**src/rtl/gf_pkg.sv**
```systemverilog
// gf_pkg: shared GF(2^M) constants, mode encoding and reduction-matrix builder.
package gf_pkg;

    localparam int         GF_M_DEFAULT    = 8;
    localparam logic [8:0] GF_POLY_DEFAULT = 9'h11D;

    typedef enum logic {
        GF_MODE_MUL = 1'b0,
        GF_MODE_MAC = 1'b1
    } gf_mode_e;

    // Row i holds x^(M+i) mod POLY; sized for the largest supported field.
    typedef logic [14:0][15:0] red_mat_t;

    function automatic red_mat_t gf_red_matrix(input int m, input logic [16:0] poly);
        red_mat_t    mat;
        logic [16:0] r;
        mat = '0;
        r   = poly ^ (17'h1 << m);
        for (int i = 0; i < m - 1; i++) begin
            mat[i] = r[15:0];
            r      = r << 1;
            if (r[m]) r = r ^ poly;
        end
        return mat;
    endfunction

endpackage

```
**src/rtl/gf2m_reduce.sv**
```systemverilog
// gf2m_reduce: combinational reduction of a (2M-1)-bit carry-less product mod POLY.
module gf2m_reduce
    import gf_pkg::*;
#(
    parameter int         M    = GF_M_DEFAULT,
    parameter logic [M:0] POLY = GF_POLY_DEFAULT
) (
    input  logic [2*M-2:0] prod_i,
    output logic [M-1:0]   res_o
);

    localparam red_mat_t RED = gf_red_matrix(M, 17'(POLY));

    always_comb begin
        res_o = prod_i[M-1:0];
        for (int i = 0; i < M - 1; i++)
            if (prod_i[M+i]) res_o = res_o ^ RED[i][M-1:0];
    end

endmodule

```
**src/rtl/gf2m_mac_pipe.sv**
```systemverilog
// gf2m_mac_pipe: two-stage GF(2^M) multiplier / multiply-accumulator with valid/ready on both sides.
module gf2m_mac_pipe
    import gf_pkg::*;
#(
    parameter int         M    = GF_M_DEFAULT,
    parameter logic [M:0] POLY = GF_POLY_DEFAULT
) (
    input  logic         clk,
    input  logic         rst,
    input  logic         in_valid,
    output logic         in_ready,
    input  logic [M-1:0] in_a,
    input  logic [M-1:0] in_b,
    input  logic         in_mode,
    input  logic         in_first,
    input  logic         in_last,
    output logic         out_valid,
    input  logic         out_ready,
    output logic [M-1:0] out_data,
    output logic         acc_open
);

    localparam int PW = 2 * M - 1;

    logic          advance, accept;
    logic [PW-1:0] prod;
    logic [M-1:0]  red, sum;
    logic          emit_mul, mac, emit;

    logic          s1_valid_q, s1_valid_d;
    logic [PW-1:0] s1_prod_q, s1_prod_d;
    gf_mode_e      s1_mode_q, s1_mode_d;
    logic          s1_first_q, s1_first_d;
    logic          s1_last_q, s1_last_d;
    logic          out_valid_q, out_valid_d;
    logic [M-1:0]  out_data_q, out_data_d;
    logic [M-1:0]  acc_q, acc_d;
    logic          acc_open_q, acc_open_d;

    // A stalled output freezes both stages so nothing is dropped or duplicated.
    assign advance = !out_valid_q || out_ready;
    assign accept  = in_valid && advance;

    always_comb begin
        prod = '0;
        for (int i = 0; i < M; i++)
            if (in_b[i]) prod = prod ^ (PW'(in_a) << i);
    end

    gf2m_reduce #(.M(M), .POLY(POLY)) u_reduce (
        .prod_i (s1_prod_q),
        .res_o  (red)
    );

    assign sum      = (s1_first_q ? '0 : acc_q) ^ red;
    assign emit_mul = s1_valid_q && (s1_mode_q == GF_MODE_MUL);
    assign mac      = s1_valid_q && (s1_mode_q == GF_MODE_MAC);
    assign emit     = emit_mul || (mac && s1_last_q);

    assign s1_valid_d  = advance ? accept : s1_valid_q;
    assign s1_prod_d   = accept ? prod : s1_prod_q;
    assign s1_mode_d   = accept ? gf_mode_e'(in_mode) : s1_mode_q;
    assign s1_first_d  = accept ? in_first : s1_first_q;
    assign s1_last_d   = accept ? in_last : s1_last_q;
    assign out_valid_d = advance ? emit : out_valid_q;
    assign out_data_d  = (advance && emit) ? (emit_mul ? red : sum) : out_data_q;
    assign acc_d       = (advance && mac) ? (s1_last_q ? '0 : sum) : acc_q;
    assign acc_open_d  = (advance && mac) ? (!s1_last_q && (s1_first_q || acc_open_q)) : acc_open_q;

    always_ff @(posedge clk or posedge rst) begin
        if (rst) begin
            s1_valid_q  <= 1'b0;
            s1_prod_q   <= '0;
            s1_mode_q   <= GF_MODE_MUL;
            s1_first_q  <= 1'b0;
            s1_last_q   <= 1'b0;
            out_valid_q <= 1'b0;
            out_data_q  <= '0;
            acc_q       <= '0;
            acc_open_q  <= 1'b0;
        end else begin
            s1_valid_q  <= s1_valid_d;
            s1_prod_q   <= s1_prod_d;
            s1_mode_q   <= s1_mode_d;
            s1_first_q  <= s1_first_d;
            s1_last_q   <= s1_last_d;
            out_valid_q <= out_valid_d;
            out_data_q  <= out_data_d;
            acc_q       <= acc_d;
            acc_open_q  <= acc_open_d;
        end
    end

    assign in_ready  = advance;
    assign out_valid = out_valid_q;
    assign out_data  = out_data_q;
    assign acc_open  = acc_open_q;

endmodule

```
**config.mk**
```make
export PLATFORM = sky130hd
export DESIGN_NAME = gf2m_mac_pipe
export DESIGN_NICKNAME = d
export VERILOG_FILES = /design/src/rtl/gf_pkg.sv /design/src/rtl/gf2m_reduce.sv /design/src/rtl/gf2m_mac_pipe.sv
export SDC_FILE = /design/constraint.sdc
export NUM_CORES = 1
export LEC_CHECK = 0
export ABC_AREA = 1
export CORE_MARGIN = 1
export CORE_UTILIZATION = 60
export DETAILED_ROUTE_END_ITERATION = 12
export GPL_TIMING_DRIVEN = 0
export PLACE_DENSITY = 0.85
export SETUP_SLACK_MARGIN = 0.15
export SYNTH_ARGS = -nofsm -noshare
export SYNTH_HDL_FRONTEND = slang
export SYNTH_SLANG_ARGS = --single-unit
```
**constraint.sdc**
```tcl
create_clock -name clk -period 2.2 [get_ports clk]
set_input_delay 0.44 -clock clk [delete_from_list [all_inputs] [get_ports clk]]
set_output_delay 0.44 -clock clk [all_outputs]
set_load 0.05 [all_outputs]
```
==> results of run 1 <==
[flip-flops by register name (all words and copies together), names as in the netlist]
register,count
s1_last_q,1
out_data,8
s1_valid_q,1
s1_first_q,1
out_valid,1
acc_q,8
s1_prod_q,15
acc_open,1
s1_mode_q,1
[per-stage QoR]
stage	TNS, ps	worst slack (ps)	cell area, sq um
5_1_grt	0	230	3370
4_1_cts	0	271	3370
2_1_floorplan	0	360	2940
6_report	0	274	3370
3_3_place_gp	-145	-145	3200
3_5_place_dp	-159	-159	3250
[cell usage after synthesis]
cell type	n
o21ai_2	2
nand2_1	209
a2bb2oi_1	1
xor2_1	9
nor3_2	1
xnor2_1	40
clkbuf_1	6
inv_2	1
or2_1	2
nor2_1	8
nand3_1	39
and2_1	2
dfrtp_1	37
inv_1	50
buf_6	1
or2_2	1
o21ai_0	19
nand3b_1	6
xnor2_2	1
buf_4	1
buf_2	16
o22ai_1	1
o21ai_1	1
and2_4	1
a21oi_1	4
[power by group]
| group | switching [mW] | total [mW] | internal [mW] |
|---|---|---|---|
| Sequential | 0.159 | 1.08 | 0.918 |
| Combinational | 1.34 | 2.14 | 0.800 |
| Clock | 0.256 | 0.626 | 0.370 |
| Total | 1.76 | 3.85 | 2.09 |
[critical path, delay by kind of cell]
kind / cells / cell delay (ps)
buf+inv: 3 / 990
simple gates: 1 / 60
[how the worst max path moves through the flow]
stage                          startpoint                      to  slack [ps]
CTS                             out_ready                in_ready         270
global placement                out_ready                in_ready        -140
finish                          out_ready                in_ready         270
global route                    out_ready                in_ready         230
detailed placement              out_ready                in_ready        -160
floorplan           out_valid$_DFFE_PP0N_  s1_valid_q$_DFFE_PP0N_         360
[logic make-up (layout without fill, tap and decap cells)]
logic type / Yosys count / count (layout) / share of synthesized area
compound gates: 28 / 28 / 0.0519
xor+xnor: 50 / 50 / 0.151
buf+inv: 75 / 102 / 0.106
flops: 37 / 37 / 0.315
simple gates: 269 / 269 / 0.376
[layout make-up]
class / count / share of cell area
clock inverters: 1 / 0.00892
well taps: 67 / 0.0249
inverters: 51 / 0.0568
clock buffers: 7 / 0.0256
multi-input cells: 347 / 0.506
repair buffers: 19 / 0.0672
flip-flops and latches: 37 / 0.275
plain buffers: 24 / 0.0360
[routing by layer]
layer / vias to the layer above / share of wire / wire [microns]
met5: - / 0 / 0
met4: 0 / 0.021 / 150
met3: 20 / 0.051 / 366
met2: 91 / 0.48 / 3460
met1: 1366 / 0.44 / 3160
li1: 1444 / - / -
==> results.py, run 1 <==
metrics = {
    "synth": {
        "synthCells": 459,
        "seq_area_frac_synth": 0.315,
        "ys_top_cells_by_area": "dfrtp_1 (31%), nand2_1 (27%), xnor2_1 (12%), nand3_1 (6.6%), inv_1 (6.4%)",
        "synth_top_area_cell": "dfrtp_1",
        "syn_area_per_cell_sq_um": 6.41,
        "syn-num-nets": 482,
        "ys_ff_latch": 37,
        "yosysTopAreaCellShare": 0.315,
        "yosysUniqueCellTypes": 25,
        "syn-cell-area_sq_um": 2940,
        "yosysWarnings": 0,
    },
    "setup_path": {
        "r2r_cells": 7,
        "arrival_ps": 1490,
        "crit_required_ps": 1760,
        "slowest_delay_ps": 450,
        "worst-r2r-setup-slack_ps": 490,
        "slowest_stage": "clkdlybuf4s50_1",
        "r2r_start": "s1_mode_q$_DFFE_PP0P_",
        "cp-start-kind": "input port",
        "crit_type": "input port to primary output",
        "worstReg2RegEnd": "out_data[5]$_DFFE_PP0P_",
        "crit_chain": "clkdlybuf4s50_1, nor2_1, inv_1, clkdlybuf4s15_2",
        "endpoint_kind": "primary output",
        "worstPathMaxFanout": 5,
    },
    "layout": {
        "fill_cells": 382,
        "final_common_cell": "nand2_1",
        "layout-drive-gt1-share": 0.0720,
        "utilization": 0.713,
        "n_antenna_cell": 0,
        "multi_input_area_sq_um": 1700,
        "regArea_sq_um": 926,
        "final_net_count": 508,
        "area_growth_syn_to_layout_pct": 14.5,
        "final_cell_count_no_fill": 553,
        "layout_common_cells": "nand2_1 (209), inv_1 (50), xnor2_1 (40), nand3_1 (39), dfrtp_1 (37)",
    },
    "floorplan": {
        "die-area_sq_um": 5190,
        "fp.dieH_microns": 72.0,
        "core_area_sq_um": 4720,
        "die_w_microns": 72.0,
        "ios": 34,
        "row_count": 25,
        "initial_core_util": 0.623,
    },
    "clocking": {
        "cts_setup_buffers": 0,
        "clk-insertion-delay-late_ps": 300,
        "cts-buffers-inserted": 5,
        "cts_tree": "done",
        "ctsHoldBuffers": 0,
        "clk_pin_slew_worst_paths_ps": 70,
        "htree_levels": 2,
        "clockBufferDepth": 2,
        "clock-sinks": 37,
        "cts_resized": 3,
        "cts-root-buf": "clkbuf_8",
    },
    "sta": {
        "finClkSkew_ps": 3.67,
        "finalCriticalPeriod_ps": 1930,
        "fmax_mhz": 519,
        "worst_pin_slew_ps": 542,
        "hold_violations": 0,
        "rsz0062_at_grt": "no",
        "setup_violations": 0,
        "hold_ws_ps": 419,
        "post-route-period-util": 0.875,
        "slew-limit-headroom": 0.638,
        "final_max_slew_viol_count": 0,
    },
    "power_and_ir_drop": {
        "p_leak_nw": 1.84,
        "p_per_area_nw_per_um2": 1140,
        "vdd_drop_max_v": 0.000814,
        "total_power_mw": 3.85,
    },
    "global_routing": {
        "antenna_found_initial": 0,
        "grt_pass1_wl_microns": 12100,
        "grt_util_met2": 0.505,
        "first_global_vias": 2782,
        "met3_usage": 0.0500,
        "use_met1": 0.383,
        "top_usage_layer": "met2",
        "track_usage": 0.298,
        "grt_max_degree": 17,
        "gr-total-overflow": 0,
    },
    "status": {
        "status": "finished clean",
    },
    "placed_design": {
        "hpwlAfterDp_microns": 5260,
        "port_buffers": 17,
        "place_inst": 545,
        "gp_congestion": 0.889,
    },
    "drt": {
        "first_pass_iters": 5,
        "avgViaCountPerCell": 5.28,
        "antenna_left": 0,
        "drt_wl_total_microns": 7140,
        "drcViolationCount": 0,
        "first_iter_violations": 260,
        "via_count": 2921,
        "wl_per_cell_microns": 12.9,
    },
    "hold_path": {
        "hold_path.class": "input port to asynchronous set/reset pin",
    },
    "flow_run": {
        "cap_violations": 0,
    },
}
Note: power is estimated with default switching activity, not from simulation.
==> run 2, diff against run 1 <==
Settings changed: CORE_UTILIZATION 60 to 57, PLACE_DENSITY 0.85 to 0.81.
Clock period 2.2 ns to 1.8 ns, I/O delays scaled along.
==> results.py, run 2 (synthesized netlist as in run 1, its figures left out) <==
metrics = {
    "drt": {
        "first_iter_violations": 193,
        "wl_per_cell_microns": 12.7,
        "drcViolationCount": 0,
        "antenna_left": 0,
        "avgViaCountPerCell": 5.27,
        "first_pass_iters": 4,
        "via_count": 2909,
        "drt_wl_total_microns": 6990,
    },
    "layout": {
        "final_common_cell": "nand2_1",
        "final_cell_count_no_fill": 552,
        "multi_input_area_sq_um": 1760,
        "utilization": 0.694,
        "largest_register": "s1_prod_q",
        "layout_common_cells": "nand2_1 (203), inv_1 (49), xnor2_1 (40), dfrtp_1 (36), nand3_1 (34)",
        "regArea_sq_um": 927,
        "fill_cells": 450,
        "area_growth_syn_to_layout_pct": 14.3,
        "largest_reg_flops": 15,
        "layout-drive-gt1-share": 0.103,
        "final_net_count": 507,
        "n_antenna_cell": 0,
    },
    "floorplan": {
        "die-area_sq_um": 5450,
        "initial_core_util": 0.607,
        "core_area_sq_um": 4850,
        "ios": 34,
        "fp.dieH_microns": 73.8,
        "row_count": 25,
        "die_w_microns": 73.8,
    },
    "clocking": {
        "clk_pin_slew_worst_paths_ps": 70,
        "ctsHoldBuffers": 0,
        "clockBufferDepth": 2,
        "htree_levels": 2,
        "clock-sinks": 37,
        "clk-insertion-delay-late_ps": 290,
        "cts_tree": "done",
        "cts-buffers-inserted": 5,
        "cts-root-buf": "clkbuf_8",
    },
    "sta": {
        "final_max_slew_viol_count": 0,
        "finalCriticalPeriod_ps": 1620,
        "hold_ws_ps": 438,
        "fmax_mhz": 619,
        "worst_pin_slew_ps": 736,
        "rsz0062_at_grt": "yes",
        "setup_violations": 0,
        "post-route-period-util": 0.898,
        "hold_violations": 0,
        "finClkSkew_ps": 6.93,
        "slew-limit-headroom": 0.509,
    },
    "hold_path": {
        "holdPathStages": 3,
        "holdCritStartpoint": "in_a[7]",
        "hold_path.class": "input port to register",
    },
    "placed_design": {
        "hpwlAfterDp_microns": 5110,
        "gp_congestion": 0.878,
        "place_inst": 544,
        "port_buffers": 17,
    },
    "global_routing": {
        "first_global_vias": 2796,
        "grt_max_degree": 21,
        "antenna_found_initial": 0,
        "gr-total-overflow": 0,
        "track_usage": 0.287,
        "grt_pass1_wl_microns": 12100,
    },
    "setup_path": {
        "endpoint_kind": "primary output",
        "worstPathMaxFanout": 5,
        "crit_required_ps": 1440,
        "r2r_start": "s1_valid_q$_DFFE_PP0N_",
        "critPathLaunch": "out_ready",
        "arrival_ps": 1260,
        "cp-start-kind": "input port",
        "crit_type": "input port to primary output",
        "r2r_cells": 7,
    },
    "power_and_ir_drop": {
        "vdd_drop_max_v": 0.000692,
        "p_leak_nw": 1.86,
        "p_per_area_nw_per_um2": 1360,
    },
    "flow_run": {
        "cap_violations": 0,
    },
    "status": {
        "status": "finished clean",
    },
}
run 2: cell count changes in the layout (fill, tap and decap cells not counted), moves of 5 or more:
cell             previous run  this run
nand3_1                    39        34
nand2_1                   209       203
clkdlybuf4s50_1            16         6
dlygate4sd2_1               0        10
nand2_2                     0         6
nand3_2                     0         5
run 2: path summary, 6_finish.rpt:
check,to,slack (ps)
worst max-delay path,in_ready,180
worst min-delay path,s1_prod_q[14]$_DFFE_PP0P_,440
worst max register to register,out_data[6]$_DFFE_PP0P_,240
worst min register to register,acc_open$_DFFE_PP0P_,460
max in group asynchronous,out_valid$_DFFE_PP0N_,750
min in group asynchronous,acc_q[5]$_DFFE_PP0P_,490
run 2: layer usage:
layer / routed length [microns] / GRT usage
met1: 3080 / 0.360
met2: 3510 / 0.504
met3: 285 / 0.0508
met4: 125 / 0.0833
met5: 0 / 0
run 2: power breakdown:
part / leakage, nW / switching (mW) / internal [mW]
Combinational: 1.36 / 1.71 / 0.936
Sequential: 0.459 / 0.189 / 1.12
Clock: 0.0455 / 0.283 / 0.312
run 2: critical path, stage by stage:
cell and delay [ps]:
clkdlybuf4s50_1 450, nor2_4 160, inv_2 70, clkbuf_4 210
run 2: final cells by class:
class	count	area share
multi-input combinational	347	0.523
buffer	24	0.0383
clock buffer	8	0.0268
timing repair buffer	18	0.0543
sequential	37	0.276
tap	67	0.0249
inverter	51	0.0569
run 2: repair_timing:
item                       CTS  global route
setup endpoints to repair   13            13
pin swaps                    0             2
buffers inserted             0             0
gates resized for setup     14            24
run 2: through the flow:
step	area (sq um)	power, mW	TNS (ps)	worst slack, ps
floorplan	2940	3.29	0	215
detailed placement	3220	3.90	-1610	-334
global route	3360	4.94	0	88.6
finish	3360	4.56	0	183
global placement	3200	3.79	-8130	-318
CTS	3300	4.44	0	60.4
